`config.mk`:
```
export PLATFORM = sky130hd
export DESIGN_NAME = cnt_event_collector
export DESIGN_NICKNAME = d
export VERILOG_FILES = /design/src/rtl/cnt_pkg.sv /design/src/rtl/cnt_event_collector_arb.sv /design/src/rtl/cnt_event_collector.sv
export SDC_FILE = /design/constraint.sdc
export NUM_CORES = 1
export LEC_CHECK = 0
export CAP_MARGIN = 0
export CORE_MARGIN = 10
export CORE_UTILIZATION = 47
export CTS_CLUSTER_SIZE = 20
export DETAILED_ROUTE_END_ITERATION = 12
export GPL_TIMING_DRIVEN = 0
export PLACE_DENSITY = 0.91
export SYNTH_ARGS = -nofsm -noshare
export SYNTH_HDL_FRONTEND = slang
export SYNTH_SLANG_ARGS = --single-unit
```
`constraint.sdc`:
```
create_clock -name clk -period 5.31 [get_ports clk]
set_clock_uncertainty 0.2 [all_clocks]
set_input_delay 1.062 -clock clk [delete_from_list [all_inputs] [get_ports clk]]
set_output_delay 1.062 -clock clk [all_outputs]
set_load 0.01 [all_outputs]
```
`src/rtl/cnt_pkg.sv`:
```
// Shared constants and types for the event counter collector.
// Defines counter count, register addresses, index and FSM enums.
package cnt_pkg;

    localparam int NUM_CNT = 4;

    localparam logic [3:0] ADDR_RX     = 4'h0;
    localparam logic [3:0] ADDR_TX     = 4'h4;
    localparam logic [3:0] ADDR_COLOR  = 4'h8;
    localparam logic [3:0] ADDR_CONFIG = 4'hC;

    typedef enum logic [1:0] {
        IDX_RX     = 2'd0,
        IDX_TX     = 2'd1,
        IDX_COLOR  = 2'd2,
        IDX_CONFIG = 2'd3
    } cnt_idx_e;

    typedef enum logic {
        ST_IDLE  = 1'b0,
        ST_WRITE = 1'b1
    } cnt_state_e;

    function automatic logic [3:0] cnt_addr(input logic [1:0] idx);
        case (idx)
            2'd0:    return ADDR_RX;
            2'd1:    return ADDR_TX;
            2'd2:    return ADDR_COLOR;
            default: return ADDR_CONFIG;
        endcase
    endfunction

endpackage

```
`src/rtl/cnt_event_collector_arb.sv`:
```
// 4-request round-robin arbiter, purely combinational.
// Ports: i_req, i_last_idx -> o_vld, o_idx (first request after last).
module cnt_rr_arb4
    import cnt_pkg::*;
(
    input  logic [NUM_CNT-1:0] i_req,
    input  logic [1:0]         i_last_idx,
    output logic               o_vld,
    output logic [1:0]         o_idx
);

    logic [1:0] w_pos;

    // Walk from lowest to highest priority so the nearest
    // request after i_last_idx is the one left standing.
    always_comb begin
        o_vld = 1'b0;
        o_idx = i_last_idx;
        w_pos = i_last_idx;
        for (int k = 4; k >= 1; k--) begin
            w_pos = i_last_idx + 2'(k);
            if (i_req[w_pos]) begin
                o_vld = 1'b1;
                o_idx = w_pos;
            end
        end
    end

endmodule

```
`src/rtl/cnt_event_collector.sv`:
```
// Accumulates event pulses and turns them into RMW counter writes.
// Ports: clk/rst, ev_* pulses, hw_* counter values, host_* in,
//        rgf_* out to register file, pend_ovf sticky flags, busy.
module cnt_event_collector
    import cnt_pkg::*;
#(
    parameter int ADDR_WIDTH = 4,
    parameter int DATA_WIDTH = 32,
    parameter int PEND_WIDTH = 8
) (
    input  logic                  clk,
    input  logic                  rst,
    input  logic                  ev_uart_rx_pkt,
    input  logic                  ev_uart_tx_pkt,
    input  logic                  ev_color_msg,
    input  logic                  ev_config_msg,
    input  logic [DATA_WIDTH-1:0] hw_uart_rx_packets_cnt,
    input  logic [DATA_WIDTH-1:0] hw_uart_tx_packets_cnt,
    input  logic [DATA_WIDTH-1:0] hw_color_msg_cnt,
    input  logic [DATA_WIDTH-1:0] hw_config_msg_cnt,
    input  logic [ADDR_WIDTH-1:0] host_addr,
    input  logic                  host_wr_en,
    input  logic                  host_rd_en,
    input  logic                  host_sel,
    input  logic [DATA_WIDTH-1:0] host_wdata,
    output logic [ADDR_WIDTH-1:0] rgf_addr,
    output logic                  rgf_wr_en,
    output logic                  rgf_rd_en,
    output logic                  rgf_sel,
    output logic [DATA_WIDTH-1:0] rgf_wdata,
    output logic [NUM_CNT-1:0]    pend_ovf,
    output logic                  busy
);

    localparam logic [PEND_WIDTH-1:0] PEND_MAX = '1;

    cnt_state_e            r_state;
    cnt_state_e            w_state_nxt;
    logic [PEND_WIDTH-1:0] r_pend [NUM_CNT];
    logic [PEND_WIDTH-1:0] r_snap;
    logic [1:0]            r_idx;
    logic [1:0]            r_last_idx;
    logic [NUM_CNT-1:0]    r_ovf;

    logic [NUM_CNT-1:0]    w_ev;
    logic [DATA_WIDTH-1:0] w_hw [NUM_CNT];
    logic                  w_host_act;
    logic                  w_host_wr;
    logic [NUM_CNT-1:0]    w_host_hit;
    logic [NUM_CNT-1:0]    w_pend_nz;
    logic                  w_gnt_vld;
    logic [1:0]            w_gnt_idx;
    logic                  w_eng_wr;
    logic                  w_abandon;
    logic                  w_load;
    logic [PEND_WIDTH-1:0] w_dec [NUM_CNT];
    logic [PEND_WIDTH-1:0] w_base [NUM_CNT];
    logic [PEND_WIDTH-1:0] w_pend_nxt [NUM_CNT];
    logic [NUM_CNT-1:0]    w_ovf_set;

    assign w_ev = {ev_config_msg, ev_color_msg,
                   ev_uart_tx_pkt, ev_uart_rx_pkt};

    assign w_hw[0] = hw_uart_rx_packets_cnt;
    assign w_hw[1] = hw_uart_tx_packets_cnt;
    assign w_hw[2] = hw_color_msg_cnt;
    assign w_hw[3] = hw_config_msg_cnt;

    assign w_host_act = host_sel && (host_wr_en || host_rd_en);
    assign w_host_wr  = host_sel && host_wr_en;

    always_comb begin
        for (int i = 0; i < NUM_CNT; i++) begin
            w_host_hit[i] = w_host_wr &&
                (host_addr == ADDR_WIDTH'(cnt_addr(2'(i))));
            w_pend_nz[i]  = (r_pend[i] != '0);
        end
    end

    cnt_rr_arb4 u_arb (
        .i_req      (w_pend_nz),
        .i_last_idx (r_last_idx),
        .o_vld      (w_gnt_vld),
        .o_idx      (w_gnt_idx)
    );

    // Host owns the bus whenever it is active; reset suppresses
    // a write that would otherwise go out this cycle.
    assign w_eng_wr  = (r_state == ST_WRITE) && !w_host_act && !rst;
    assign w_abandon = (r_state == ST_WRITE) && w_host_hit[r_idx];

    // Selection also waits out host activity so the snapshot
    // is taken from a pending value the host cannot clear.
    always_comb begin
        w_state_nxt = r_state;
        w_load      = 1'b0;
        unique case (r_state)
            ST_IDLE: begin
                if (w_gnt_vld && !w_host_act) begin
                    w_state_nxt = ST_WRITE;
                    w_load      = 1'b1;
                end
            end
            ST_WRITE: begin
                if (!w_host_act || w_abandon)
                    w_state_nxt = ST_IDLE;
            end
            default: w_state_nxt = ST_IDLE;
        endcase
    end

    // Pending only grows between snapshot and write, so the
    // subtraction cannot underflow.
    always_comb begin
        for (int i = 0; i < NUM_CNT; i++) begin
            w_dec[i] = (w_eng_wr && r_idx == 2'(i)) ? r_snap : '0;
            w_base[i] = r_pend[i] - w_dec[i];
            w_ovf_set[i] = 1'b0;
            if (w_host_hit[i]) begin
                w_pend_nxt[i] = PEND_WIDTH'(w_ev[i]);
            end else if (w_ev[i] && w_base[i] == PEND_MAX) begin
                w_pend_nxt[i] = PEND_MAX;
                w_ovf_set[i]  = 1'b1;
            end else begin
                w_pend_nxt[i] = w_base[i] + PEND_WIDTH'(w_ev[i]);
            end
        end
    end

    always_ff @(posedge clk) begin
        if (rst) begin
            r_state    <= ST_IDLE;
            r_snap     <= '0;
            r_idx      <= IDX_RX;
            r_last_idx <= IDX_CONFIG;
            r_ovf      <= '0;
            for (int i = 0; i < NUM_CNT; i++)
                r_pend[i] <= '0;
        end else begin
            r_state <= w_state_nxt;
            r_ovf   <= r_ovf | w_ovf_set;
            for (int i = 0; i < NUM_CNT; i++)
                r_pend[i] <= w_pend_nxt[i];
            if (w_load) begin
                r_idx  <= w_gnt_idx;
                r_snap <= r_pend[w_gnt_idx];
            end
            if (w_eng_wr)
                r_last_idx <= r_idx;
        end
    end

    always_comb begin
        rgf_addr  = '0;
        rgf_wr_en = 1'b0;
        rgf_rd_en = 1'b0;
        rgf_sel   = 1'b0;
        rgf_wdata = '0;
        if (w_host_act) begin
            rgf_addr  = host_addr;
            rgf_wr_en = host_wr_en;
            rgf_rd_en = host_rd_en;
            rgf_sel   = host_sel;
            rgf_wdata = host_wdata;
        end else if (w_eng_wr) begin
            rgf_addr  = ADDR_WIDTH'(cnt_addr(r_idx));
            rgf_wr_en = 1'b1;
            rgf_sel   = 1'b1;
            rgf_wdata = w_hw[r_idx] + DATA_WIDTH'(r_snap);
        end
    end

    assign pend_ovf = r_ovf;
    assign busy     = (r_state == ST_WRITE) || (|w_pend_nz);

endmodule
```
After elaboration in Yosys (flattened, before gate mapping) --
Memory sizes are Yosys's and may differ from the RTL's. A register that Yosys moved wholly into a read port is not among the register bits. Cells that the tools add are included.
Operators by class: add/sub/neg operators 12, bitwise logic cells 7, magnitude comparators 6, reductions and logical operators 30, eq/ne operators 10, multiplexer cells 60
Operators with widths (number):
- two-way mux 32 bit | 4
- two-way mux 8 bit | 16
- binary-select mux 32 bit (select 2 bit) | 1
- adder 32 x 8 -> 32 bit | 1
- adder 8 x 1 -> 8 bit | 4
- equality test 8 bit, second input constant | 4
- nonzero test 8 bit | 4
- subtractor 8 bit | 4
- two-way mux 1 bit | 27
- logical AND 1 bit | 18
- less-than comparator 2 x 3 -> 1 bit, second input constant | 5
- one-hot mux 4 bit (3 select lines) | 1
- binary-select mux 1 bit (select 2 bit) | 5
- equality test 4 bit, second input constant | 2
- two-way mux 4 bit | 2
- two-way mux 2 bit | 3
- adder 2 bit, second input constant | 2
- equality test 2 bit, second input constant | 2
- equality test 4 x 3 -> 1 bit, second input constant | 1
- zero test 4 bit | 1
- OR 1 bit | 4
- OR 4 bit | 1
- OR reduction 4 bit | 1
- >= comparator 3 bit, second input constant | 1
- other kinds (8) | 11
Storage, ports and cells: input bits 173, word-level logic and storage cells 130, bits in registers 9, memories 1, output and inout bits 44, RAM bits 32
Memory list:
- r_pend | words 4, bits a word 8, read ports 5, clocked after Yosys merged registers in 1, write ports 4, RTL line cnt_event_collector.sv:39 | logic [PEND_WIDTH-1:0] r_pend [NUM_CNT];

Longest topological paths before layout --
Gate-level depths: netlist of the first run.
depth after elaboration 13, depth in mapped cells 17

Hierarchy --
From an unflattened synthesis of the first run, not the netlist that was laid out.
Unflattened totals: cells, all modules 697, area, all modules 5931.9 µm²
Modules (own cells, without submodules):
- cnt_event_collector | cells each 683, area an instance 5849.4 µm², sequential area each 980.9 µm², times used 1
- cnt_rr_arb4 | cells each 14, area an instance 82.6 µm², sequential area each 0.0 µm², times used 1

Least setup slack after synthesis of the first run --
No wires, ideal clock.
path type reg2out, start point register r_idx[0], end point output rgf_wdata[17], data arrival time 3358 ps, data required time 4048 ps, cell stages (with the launch flop) 15, setup slack 690 ps, cells stage by stage dfxtp_1 buf_6 buf_12 buf_12 buf_4 buf_2 mux4_2 ha_1 o21a_1 o311a_1 o21ai_1 buf_2 nor3_1 xnor2_1 o21ai_0
On the way: word-level cells in the longest chain between the ends 7
Ends and longest elaborated chain:
- from (decl) | RTL line cnt_event_collector.sv:41 | logic [1:0] r_idx;
- from (signal assigned) | RTL line cnt_event_collector.sv:145 | r_idx <= w_gnt_idx;
- NOT 2 -> 3 bit (not written as such) | RTL line cnt_event_collector.sv:169 | rgf_wdata = w_hw[r_idx] + DATA_WIDTH'(r_snap);
- binary-select mux 32 bit (select 2 bit) | RTL line cnt_event_collector.sv:169
- two-way mux 32 bit (not written as such) (2 in a row) | RTL line cnt_event_collector.sv:169
- adder 32 x 8 -> 32 bit | RTL line cnt_event_collector.sv:169
- two-way mux 32 bit | RTL line cnt_event_collector.sv:165 | end else if (w_eng_wr) begin
- two-way mux 32 bit | RTL line cnt_event_collector.sv:159 | if (w_host_act) begin
- to (decl) | RTL line cnt_event_collector.sv:30 | output logic [DATA_WIDTH-1:0] rgf_wdata,
Every way passes these cells. The select of a mux whose other input is x is not followed.

Worst setup path after layout of the first run --
start point input hw_uart_rx_packets_cnt[0], end point output rgf_wdata[30]
On the way: word-level cells in the longest chain between the ends 6
Ends and longest elaborated chain:
- from (decl) | RTL line cnt_event_collector.sv:17 | input logic [DATA_WIDTH-1:0] hw_uart_rx_packets_cnt,
- binary-select mux 32 bit (select 2 bit) | RTL line cnt_event_collector.sv:169
- two-way mux 32 bit (not written as such) (2 in a row) | RTL line cnt_event_collector.sv:169
- adder 32 x 8 -> 32 bit | RTL line cnt_event_collector.sv:169
- two-way mux 32 bit | RTL line cnt_event_collector.sv:165
- two-way mux 32 bit | RTL line cnt_event_collector.sv:159
Every way passes these cells. The select of a mux whose other input is x is not followed.

==> run metrics, run 1 <==
status finished, final reports clean; Min-Delay Startpoint pend_ovf[1]; die height 135 µm; Place WS -0.603 ns; Remaining DRCs 0; Pleak 0.00341 µW; Reg clk slew, reported paths 0.06 ns; CTS tree built; initial core utilization 0.476; Worst Hold Class flip-flop to flip-flop; die footprint 0.0183 mm²; gr usage total 0.257; WS Path Type primary input to output port; share of flip-flops with an asynchronous set or reset 0; DRT iter0 DRCs 913; Worst Path Max Fanout 4; DPL Wire Length 20.2 mm; CTS Buf Count 5; first-pass GRT wire length 37.6 mm; final period utilization 0.996; max-slew violations 0; crit start category primary input; clock latency on the worst-skew pair 0.29 ns; PD cells 357 mW/mm²; core footprint 0.0131 mm²; IO Pins 217; synth warn 0; Seq/Total Area, Yosys 0.157; Primary FF master, synth dfxtp_1; GR Overflow Total 0; # nets final 1202; Relative slew margins 0.323; # hold bufs at CTS 0; layout cell share with drive strength beyond 1 0.111; setup ws final 0.0204 ns; diode count 0; max cap viols 0; crit path from hw_uart_rx_packets_cnt[0]; initial antenna violation count 0; drt first pass iters 5; Hold Fails Final Rpt 0; Yosys cell types 70; Final min period 5.29 ns; syn_nets 970; FMAX 0.189 GHz; worst slew pin tran 1.01 ns; Vias 7255; synthesized area per cell 8.45 µm²; commonest non-fill, non-tap cell in the layout clkdlybuf4s50_1; RR Startpoint r_idx[1]; Peak VDD IR 213 µV; H-tree Lvls 2; Fin Setup TNS 0 ns; Arr. time, crit path 4.03 ns; RSZ-0062 raised after global routing true; Yosys reg bits 49; DIE WIDTH 135 µm; Post-Route WL 26.0 mm; routability congestion estimate 0.961; synthesized area 0.00625 mm²; Req. time, crit path 4.05 ns; via/cell ratio 6.31; most frequent cells in the layout 188 x clkdlybuf4s50_1, 82 x nand2_1, 49 x dfxtp_1, 46 x ha_1, 43 x xnor2_1; wire per inst 22.6 µm; largest net degree at the start of global routing 20; final setup fails 0; Setup crit end kind output port; Sinks on Clock Net 49; vias in the first global route 6826; num rows 42; clock buffer depth 2; post-route ant nets 0; IO buf count 213; Post-synth EDFFs 0; Cells after Synth 740; P&R area growth vs syn 44.1%; clk root buf clkbuf_16
==> layer usage <==
metal,GRT usage,vias to the layer above,routed length [µm]
met5,0,-,0
met4,0.0873,0,993
met3,0.0527,91,2480
met2,0.424,478,12300
met1,0.326,3403,10200
li1,-,3283,-
==> registers in the layout (all words and copies together) (netlist names) <==
name,count
pend_ovf,4
r_idx,2
r_snap,8
r_pend,32
r_state,1
r_last_idx,2
==> critical path, cell delays in order <==
cell and delay [ns]:
clkdlybuf4s50_1 0.47, mux4_2 0.48, ha_2 0.22, fa_2 0.38, a21oi_2 0.22, o211ai_1 0.23
nand2_2 0.14, buf_4 0.13, buf_4 0.12, nor4_2 0.05, xnor2_1 0.12, o21ai_1 0.22
clkbuf_2 0.19
==> where the power goes <==
part           internal [µW]  switching, µW  total (µW)  leakage [µW]
sequential               457            152         609      0.000402
clock                    223            148         372     0.0000842
combinational           1040           1200        2240       0.00293
==> synth_stat cells (14+ instances only) <==
| cell type | number | area [µm²] |
|---|---|---|
| nor3_1 | 24 | 120 |
| inv_1 | 33 | 124 |
| xor2_1 | 21 | 184 |
| a21oi_1 | 42 | 210 |
| dfxtp_1 | 49 | 981 |
| nand3_1 | 16 | 80.1 |
| o21a_1 | 14 | 105 |
| clkbuf_1 | 17 | 63.8 |
| xnor2_1 | 43 | 377 |
| nand2_1 | 84 | 315 |
| nor2_1 | 24 | 90.1 |
| a211oi_1 | 24 | 180 |
| mux4_2 | 20 | 450 |
| ha_1 | 52 | 651 |
| and3_1 | 20 | 125 |
| o21ai_0 | 28 | 140 |
==> final timing paths <==
check | slack [ns] | to | depth (start not counted)
worst max register to register | 0.94 | r_pend[3][0] | 14
worst max-delay path | 0.02 | rgf_wdata[30] | 13
worst min register to register | 0.26 | pend_ovf[1] | 2
worst min-delay path | 0.26 | pend_ovf[1] | 2
==> final cells by class <==
type	instances	area, µm²
plain buffers	33	209
clock inverters	3	43.8
inverters	33	124
well taps	176	220
flip-flops and latches	49	981
multi-input cells	624	5120
fillers	964	4130
clock buffers	5	125
repair buffers	226	2190
==> through the flow <==
step	hold WS, ns	cells	instance area (µm²)	power [µW]	util
5_1_grt	0.287	1149	9010	3400	0.686
3_3_place_gp	0.250	1129	8610	2510	0.655
6_report	0.262	1149	9010	3220	0.686
4_1_cts	0.265	1143	8880	2990	0.676
3_5_place_dp	0.254	1129	8610	2560	0.655
2_1_floorplan	0.284	740	6250	1990	-
==> timing repair <==
action                     CTS  global route
resized for setup           45            36
setup endpoints to repair   38            58
cloned                       1             0
setup buffers                7             6
pin swaps                    2             7
==> kinds of logic (layout without fill, tap and decap cells) <==
kind of cell               count (synthesis)  in the layout  share of synthesized area
AOI/OAI and AO/OA                        195            195                      0.210
DFF                                       49             49                      0.157
muxes                                     35             35                      0.127
buffers and inverters                     68            300                     0.0520
adders and majority gates                 57             57                      0.120
xor gates and xnor gates                  64             64                     0.0896
and+or+nand+nor                          272            273                      0.244
Power figures use the tool's default switching activity.
==> run 2: changes to the inputs <==
--- a/config.mk
+++ b/config.mk
@@ -6,7 +6,7 @@
 export NUM_CORES = 1
 export LEC_CHECK = 0
 export CAP_MARGIN = 0
-export CORE_MARGIN = 10
+export CORE_MARGIN = 5
 export CORE_UTILIZATION = 47
 export CTS_CLUSTER_SIZE = 20
 export DETAILED_ROUTE_END_ITERATION = 12
==> run 2 against run 1 <==
  * Routed wire length down 5.6%
  * Critical path type unchanged
  * Cell count shrank 0.26%
  * Worst hold slack got worse by 0.0012 ns
  * Flip-flop and latch count is the same
==> run metrics, run 2 (synthesis gave the netlist of run 1 again) <==
status finished, final reports clean; Arr. time, crit path 4.00 ns (-0.03 ns); Area after DPL 0.00861 mm² (unchanged); Setup crit end kind output port; gr usage total 0.290 (+0.0333); setup ws final 0.0486 ns (+0.0283 ns); IO Pins 217 (unchanged); Reg power frac 0.192 (+0.003); CTS Buf Count 5 (unchanged); final instance area 0.00897 mm² (-0.46%); max-slew violations 0 (unchanged); R2R depth 14 (unchanged); Peak VDD IR 206 µV (-3.0%); first-pass GRT wire length 37.5 mm (-0.42%); # nets final 1199 (-0.25%); Hold EP pend_ovf[1]; # hold bufs at CTS 0 (unchanged); RR Startpoint r_idx[1]; CTS tree built; max FFs per register 32 (unchanged); FMAX 0.190 GHz (+0.54%); DIE WIDTH 125 µm (-7.4%); crit start category primary input; metal2 WL 11.9 mm (-3.4%); GR Overflow Total 0 (unchanged); clk root buf clkbuf_16; worst slew pin tran 1.02 ns (+0.0102 ns); Reg2Reg Setup Slack 1.06 ns (+0.12 ns); layout cell share with drive strength beyond 1 0.104 (-0.00687); slowest CP cell mux4_2; WS Path Type primary input to output port; Req. time, crit path 4.05 ns (about the same); initial antenna violation count 0 (unchanged); num rows 42 (unchanged); DRT iter0 DRCs 838 (-8.2%); clock share of power 0.104 (-0.012); DPL Wire Length 19.5 mm (-3.4%); P_sw 1460 µW (-2.0%); net switching fraction of the power 0.470 (+0.00546); H-tree Lvls 2 (unchanged); clock latency on the worst-skew pair 0.29 ns (about the same); Remaining DRCs 0 (unchanged); clock buffer depth 2 (unchanged); most frequent cells in the layout 187 x clkdlybuf4s50_1, 82 x nand2_1, 49 x dfxtp_1, 48 x ha_1, 43 x xnor2_1; largest net degree at the start of global routing 20 (unchanged); core footprint 0.0131 mm² (unchanged); IO buf count 213 (unchanged); critical-path cell list clkdlybuf4s50_1 -> mux4_2 -> ha_1 -> a2111o_1 -> o21ai_4 -> buf_6 -> nor3_1 -> xnor2_1 -> o21ai_1 -> dlygate4sd2_1; die height 125 µm (-7.4%); delay-heaviest family, CP buffers and inverters; Worst Path Max Fanout 9 (+5); Place WS -0.658 ns (-0.0549 ns); combinational power share 0.704 (+0.009); Vias 7222 (-0.45%); drt first pass iters 5 (unchanged); PnR Total Power 3120 µW (-3.1%); initial core utilization 0.476 (unchanged); Top Metal Used met4; PD cells 347 mW/mm² (-2.7%); Hold Fails Final Rpt 0 (unchanged); post-route ant nets 0 (unchanged); commonest non-fill, non-tap cell in the layout clkdlybuf4s50_1; diode count 0 (unchanged); final period utilization 0.991 (-0.00532); wire per inst 21.4 µm (-5.3%); Internal Power 1650 µW (-4.1%); Hold Path Depth 2 (unchanged); M1 WL 9.60 mm (-5.7%); via/cell ratio 6.30 (-0.19%); Buffers & Inverters on Critical Path 3 (-1); Fin Setup TNS 0 ns (unchanged); Final min period 5.26 ns (-0.0283 ns); Sinks on Clock Net 49 (unchanged); Most flops, register r_pend; P&R area growth vs syn 43.4%; max cap viols 0 (unchanged); Relative slew margins 0.316 (-0.00686); fin util 0.683 (-0.00314); worst r2r dst r_pend[3][0]; die footprint 0.0157 mm² (-14%); routability congestion estimate 0.966 (+0.59%); CP peak stage delay 0.50 ns (+0.02 ns); Reg clk slew, reported paths 0.06 ns (about the same); vias in the first global route 6931 (+1.5%); metal3 WL 2.48 mm (+0.24%); Pleak 0.00342 µW (+0.16%); Min-Delay Startpoint pend_ovf[1]; Worst Hold Class flip-flop to flip-flop; Post-Route WL 24.5 mm (-5.6%); final setup fails 0 (unchanged)
## run 2: changes by cell type in the layout (fill, tap and decap cells not counted), sizes merged
cell | previous run | this run
bufinv | 1 | 0
dlygate4sd2 | 12 | 16
clkdlybuf4s50 | 188 | 187
clkbuf | 28 | 27
buf | 30 | 26
## run 2: power groups by stage
stage / Combinational (µW) / Sequential (µW) / Clock (µW)
global route: 2360 / 603 / 337
CTS: 2070 / 585 / 319
floorplan: 1450 / 532 / 0
detailed placement: 1990 / 590 / 0
global placement: 1920 / 587 / 0
finish: 2190 / 599 / 323
## run 2: area by class of cell
class | count | area (µm²)
multi-input combinational | 624 | 5110
fill | 1015 | 4170
timing repair buffer | 223 | 2180
sequential | 49 | 981
tap | 176 | 220
buffer | 33 | 209
clock buffer | 6 | 129
inverter | 33 | 124
clock inverter | 2 | 13.8
## run 2: timing repair
item / 4_1_cts / 5_1_grt
endpoints found under the setup margin: 38 / 55
gates cloned: 1 / 0
buffers inserted: 8 / 2
pin swaps: 4 / 5
resized for setup: 47 / 31
## run 2: worst max path at each step
stage,startpoint,slack (ns),depth (start not counted),end
6_report,hw_color_msg_cnt[6],0.05,10,rgf_wdata[21]
3_5_place_dp,r_idx[1],-0.66,14,rgf_wdata[19]
2_1_floorplan,r_idx[0],0.69,14,rgf_wdata[17]
4_1_cts,hw_uart_tx_packets_cnt[0],0.005,10,rgf_wdata[8]
5_1_grt,hw_config_msg_cnt[6],-0.01,10,rgf_wdata[21]
3_3_place_gp,r_idx[1],-0.56,14,rgf_wdata[19]
## run 2: tightest hold or removal path: cells and delay by family (launching register included)
family          cells  cell delay (ns)
buf+inv             1             0.05
compound gates      1             0.06
flops               1             0.31
## run 2: metal layers
metal  global-route usage  up-vias
met4               0.0606        0
met3               0.0512       64
met1                0.379     3412
li1                     -     3287
met5                    0        -
met2                0.505      459
## run 2: metrics by stage
step,hold slack [ns],instances
finish,0.261,1146
global route,0.287,1146
CTS,0.262,1144
detailed placement,0.252,1129
global placement,0.247,1129
floorplan,0.284,740
==> run 3: changes to the inputs <==
--- a/config.mk
+++ b/config.mk
@@ -11,7 +11,8 @@
 export CTS_CLUSTER_SIZE = 20
 export DETAILED_ROUTE_END_ITERATION = 12
 export GPL_TIMING_DRIVEN = 0
-export PLACE_DENSITY = 0.91
+export HOLD_SLACK_MARGIN = 0.02
+export PLACE_DENSITY = 0.93
 export SYNTH_ARGS = -nofsm -noshare
 export SYNTH_HDL_FRONTEND = slang
 export SYNTH_SLANG_ARGS = --single-unit
==> run 3 against run 2 <==
  * The flow now finishes with violations (negative setup slack)
  * Sequential share of layout area rose by 0.074 points
  * Utilization decreased by 0.46 points
  * Register-to-register slack got worse by 0.05 ns
  * Routed wire length decreased by 1.7%
  * Design area down 0.67%
  * Critical path depth increased by 1
  * Clock power rose by 15%
  * Non-clock buffer count fell by 8
  * Cell count down 0.79%
  * Worst hold slack better by 0.0020 ns
  * Sequential power about the same
  * Clock-buffer cell count is 1 lower
  * Critical endpoint is now rgf_wdata[19]
==> run metrics, run 3 (synthesis gave the netlist of run 1 again) <==
Req. time, crit path 4.05 ns (about the same); wire per inst 21.2 µm (-0.93%); metal2 WL 11.4 mm (-4.0%); metal3 WL 2.11 mm (-15%); die footprint 0.0157 mm² (unchanged); H-tree Lvls 2 (unchanged); setup ws final -0.0125 ns (-0.0611 ns); Sinks on Clock Net 49 (unchanged); DRT iter0 DRCs 811 (-3.2%); max-slew violations 0 (unchanged); core footprint 0.0131 mm² (unchanged); WS Path Type primary input to output port; commonest non-fill, non-tap cell in the layout clkdlybuf4s50_1; Worst Path Max Fanout 10 (+1); max cap viols 0 (unchanged); Remaining DRCs 0 (unchanged); die height 125 µm (unchanged); initial core utilization 0.476 (unchanged); Finished Layout Cells 1137 (-0.79%); violated checks negative setup slack; most frequent cells in the layout 187 x clkdlybuf4s50_1, 82 x nand2_1, 49 x ha_1, 49 x dfxtp_1, 42 x xnor2_1; Final min period 5.32 ns (+0.0611 ns); Vias 7156 (-0.91%); Fin Setup TNS -0.0125 ns (-0.0125 ns); placed insts 1129 (unchanged); Top Metal Used met4; via/cell ratio 6.29 (-0.13%); PD cells 350 mW/mm² (+0.68%); clock latency on the worst-skew pair 0.29 ns (about the same); status finished with violations; routability congestion estimate 0.963 (-0.32%); final setup fails 1 (+1); CTS tree built; worst slew pin tran 0.960 ns (-0.0580 ns); crit start category primary input; IO buf count 213 (unchanged); Most flops, register r_pend; max FFs per register 32 (unchanged); # hold bufs at CTS 0 (unchanged); GR Overflow Total 0 (unchanged); Post-Route WL 24.1 mm (-1.7%); Worst Hold Class flip-flop to flip-flop; DIE WIDTH 125 µm (unchanged); final period utilization 1.00 (+0.0115); Setup crit end kind output port; Reg clk slew, reported paths 0.07 ns (about the same); # nets final 1190 (-0.75%); Area after DPL 0.00861 mm² (unchanged); diode count 0 (unchanged); FMAX 0.188 GHz (-1.1%); clock buffer depth 2 (unchanged); largest net degree at the start of global routing 20 (unchanged); Relative slew margins 0.355 (+0.0390); clk root buf clkbuf_16; FILL cells 989 (-2.6%); final instance area 0.00891 mm² (-0.67%); drt first pass iters 5 (unchanged); Peak VDD IR 264 µV (+28%); gr usage total 0.286 (-0.00459); initial antenna violation count 0 (unchanged); layout cell share with drive strength beyond 1 0.0968 (-0.00735); first-pass GRT wire length 36.7 mm (-2.2%); Hold Fails Final Rpt 0 (unchanged); DPL Wire Length 19.2 mm (-1.6%); post-route ant nets 0 (unchanged); Pleak 0.00339 µW (-0.72%); IO Pins 217 (unchanged); num rows 42 (unchanged); Arr. time, crit path 4.06 ns (+0.06 ns); P&R area growth vs syn 42.5%; M1 WL 9.62 mm (+0.17%); vias in the first global route 6993 (+0.89%); CTS Buf Count 5 (unchanged)
[run 3: power breakdown]
part           leakage [µW]  switching [µW]  internal (µW)  total (µW)
Sequential         0.000402             140            457         597
Combinational       0.00291            1150           1000        2150
Clock             0.0000800             147            223         370
[run 3: routing by layer]
layer  global-route usage  vias to the layer above
li1                     -                     3267
met1                0.365                     3357
met2                0.489                      435
met3               0.0461                       97
met4                0.103                        0
met5                    0                        -
[run 3: timing repair]
item | CTS | global route
setup endpoints to repair | 38 | 62
gates resized for setup | 36 | 37
pin swaps | 0 | 5
buffers inserted | 0 | 3
endpoints found under the hold margin | 0 | 0
[run 3: worst paths after layout]
path,start,to,slack [ns],depth (start not counted)
setup reg to reg,r_idx[1],r_pend[3][0],1.01,13
setup / recovery,hw_color_msg_cnt[5],rgf_wdata[19],-0.01,11
hold reg to reg,pend_ovf[1],pend_ovf[1],0.26,2
hold / removal,pend_ovf[1],pend_ovf[1],0.26,2
[run 3: stage by stage]
step / worst slack (ns) / hold slack, ns / power (µW) / util
2_1_floorplan: 0.690 / 0.284 / 1990 / -
3_3_place_gp: -0.575 / 0.247 / 2510 / 0.655
3_5_place_dp: -0.634 / 0.256 / 2570 / 0.655
4_1_cts: 0.0104 / 0.266 / 2980 / 0.672
5_1_grt: -0.0476 / 0.289 / 3290 / 0.678
6_report: -0.0125 / 0.263 / 3120 / 0.678
[run 3: area by class of cell]
class,instances,area [µm²],share of cell area
buffer,32,205,0.0230
clock buffer,5,125,0.0140
clock inverter,3,46.3,0.00520
inverter,33,124,0.0139
multi-input combinational,623,5070,0.569
sequential,49,981,0.110
tap,176,220,0.0247
timing repair buffer,216,2140,0.240
[run 3: worst max-delay path: stages]
cell and delay, ns:
clkdlybuf4s50_1 0.43, mux4_2 0.49, ha_1 0.36, o21a_1 0.22, o311a_1 0.37, o21ai_4 0.13
buf_6 0.20, nor2_1 0.09, xnor2_2 0.15, o21ai_0 0.24, dlygate4sd2_1 0.32
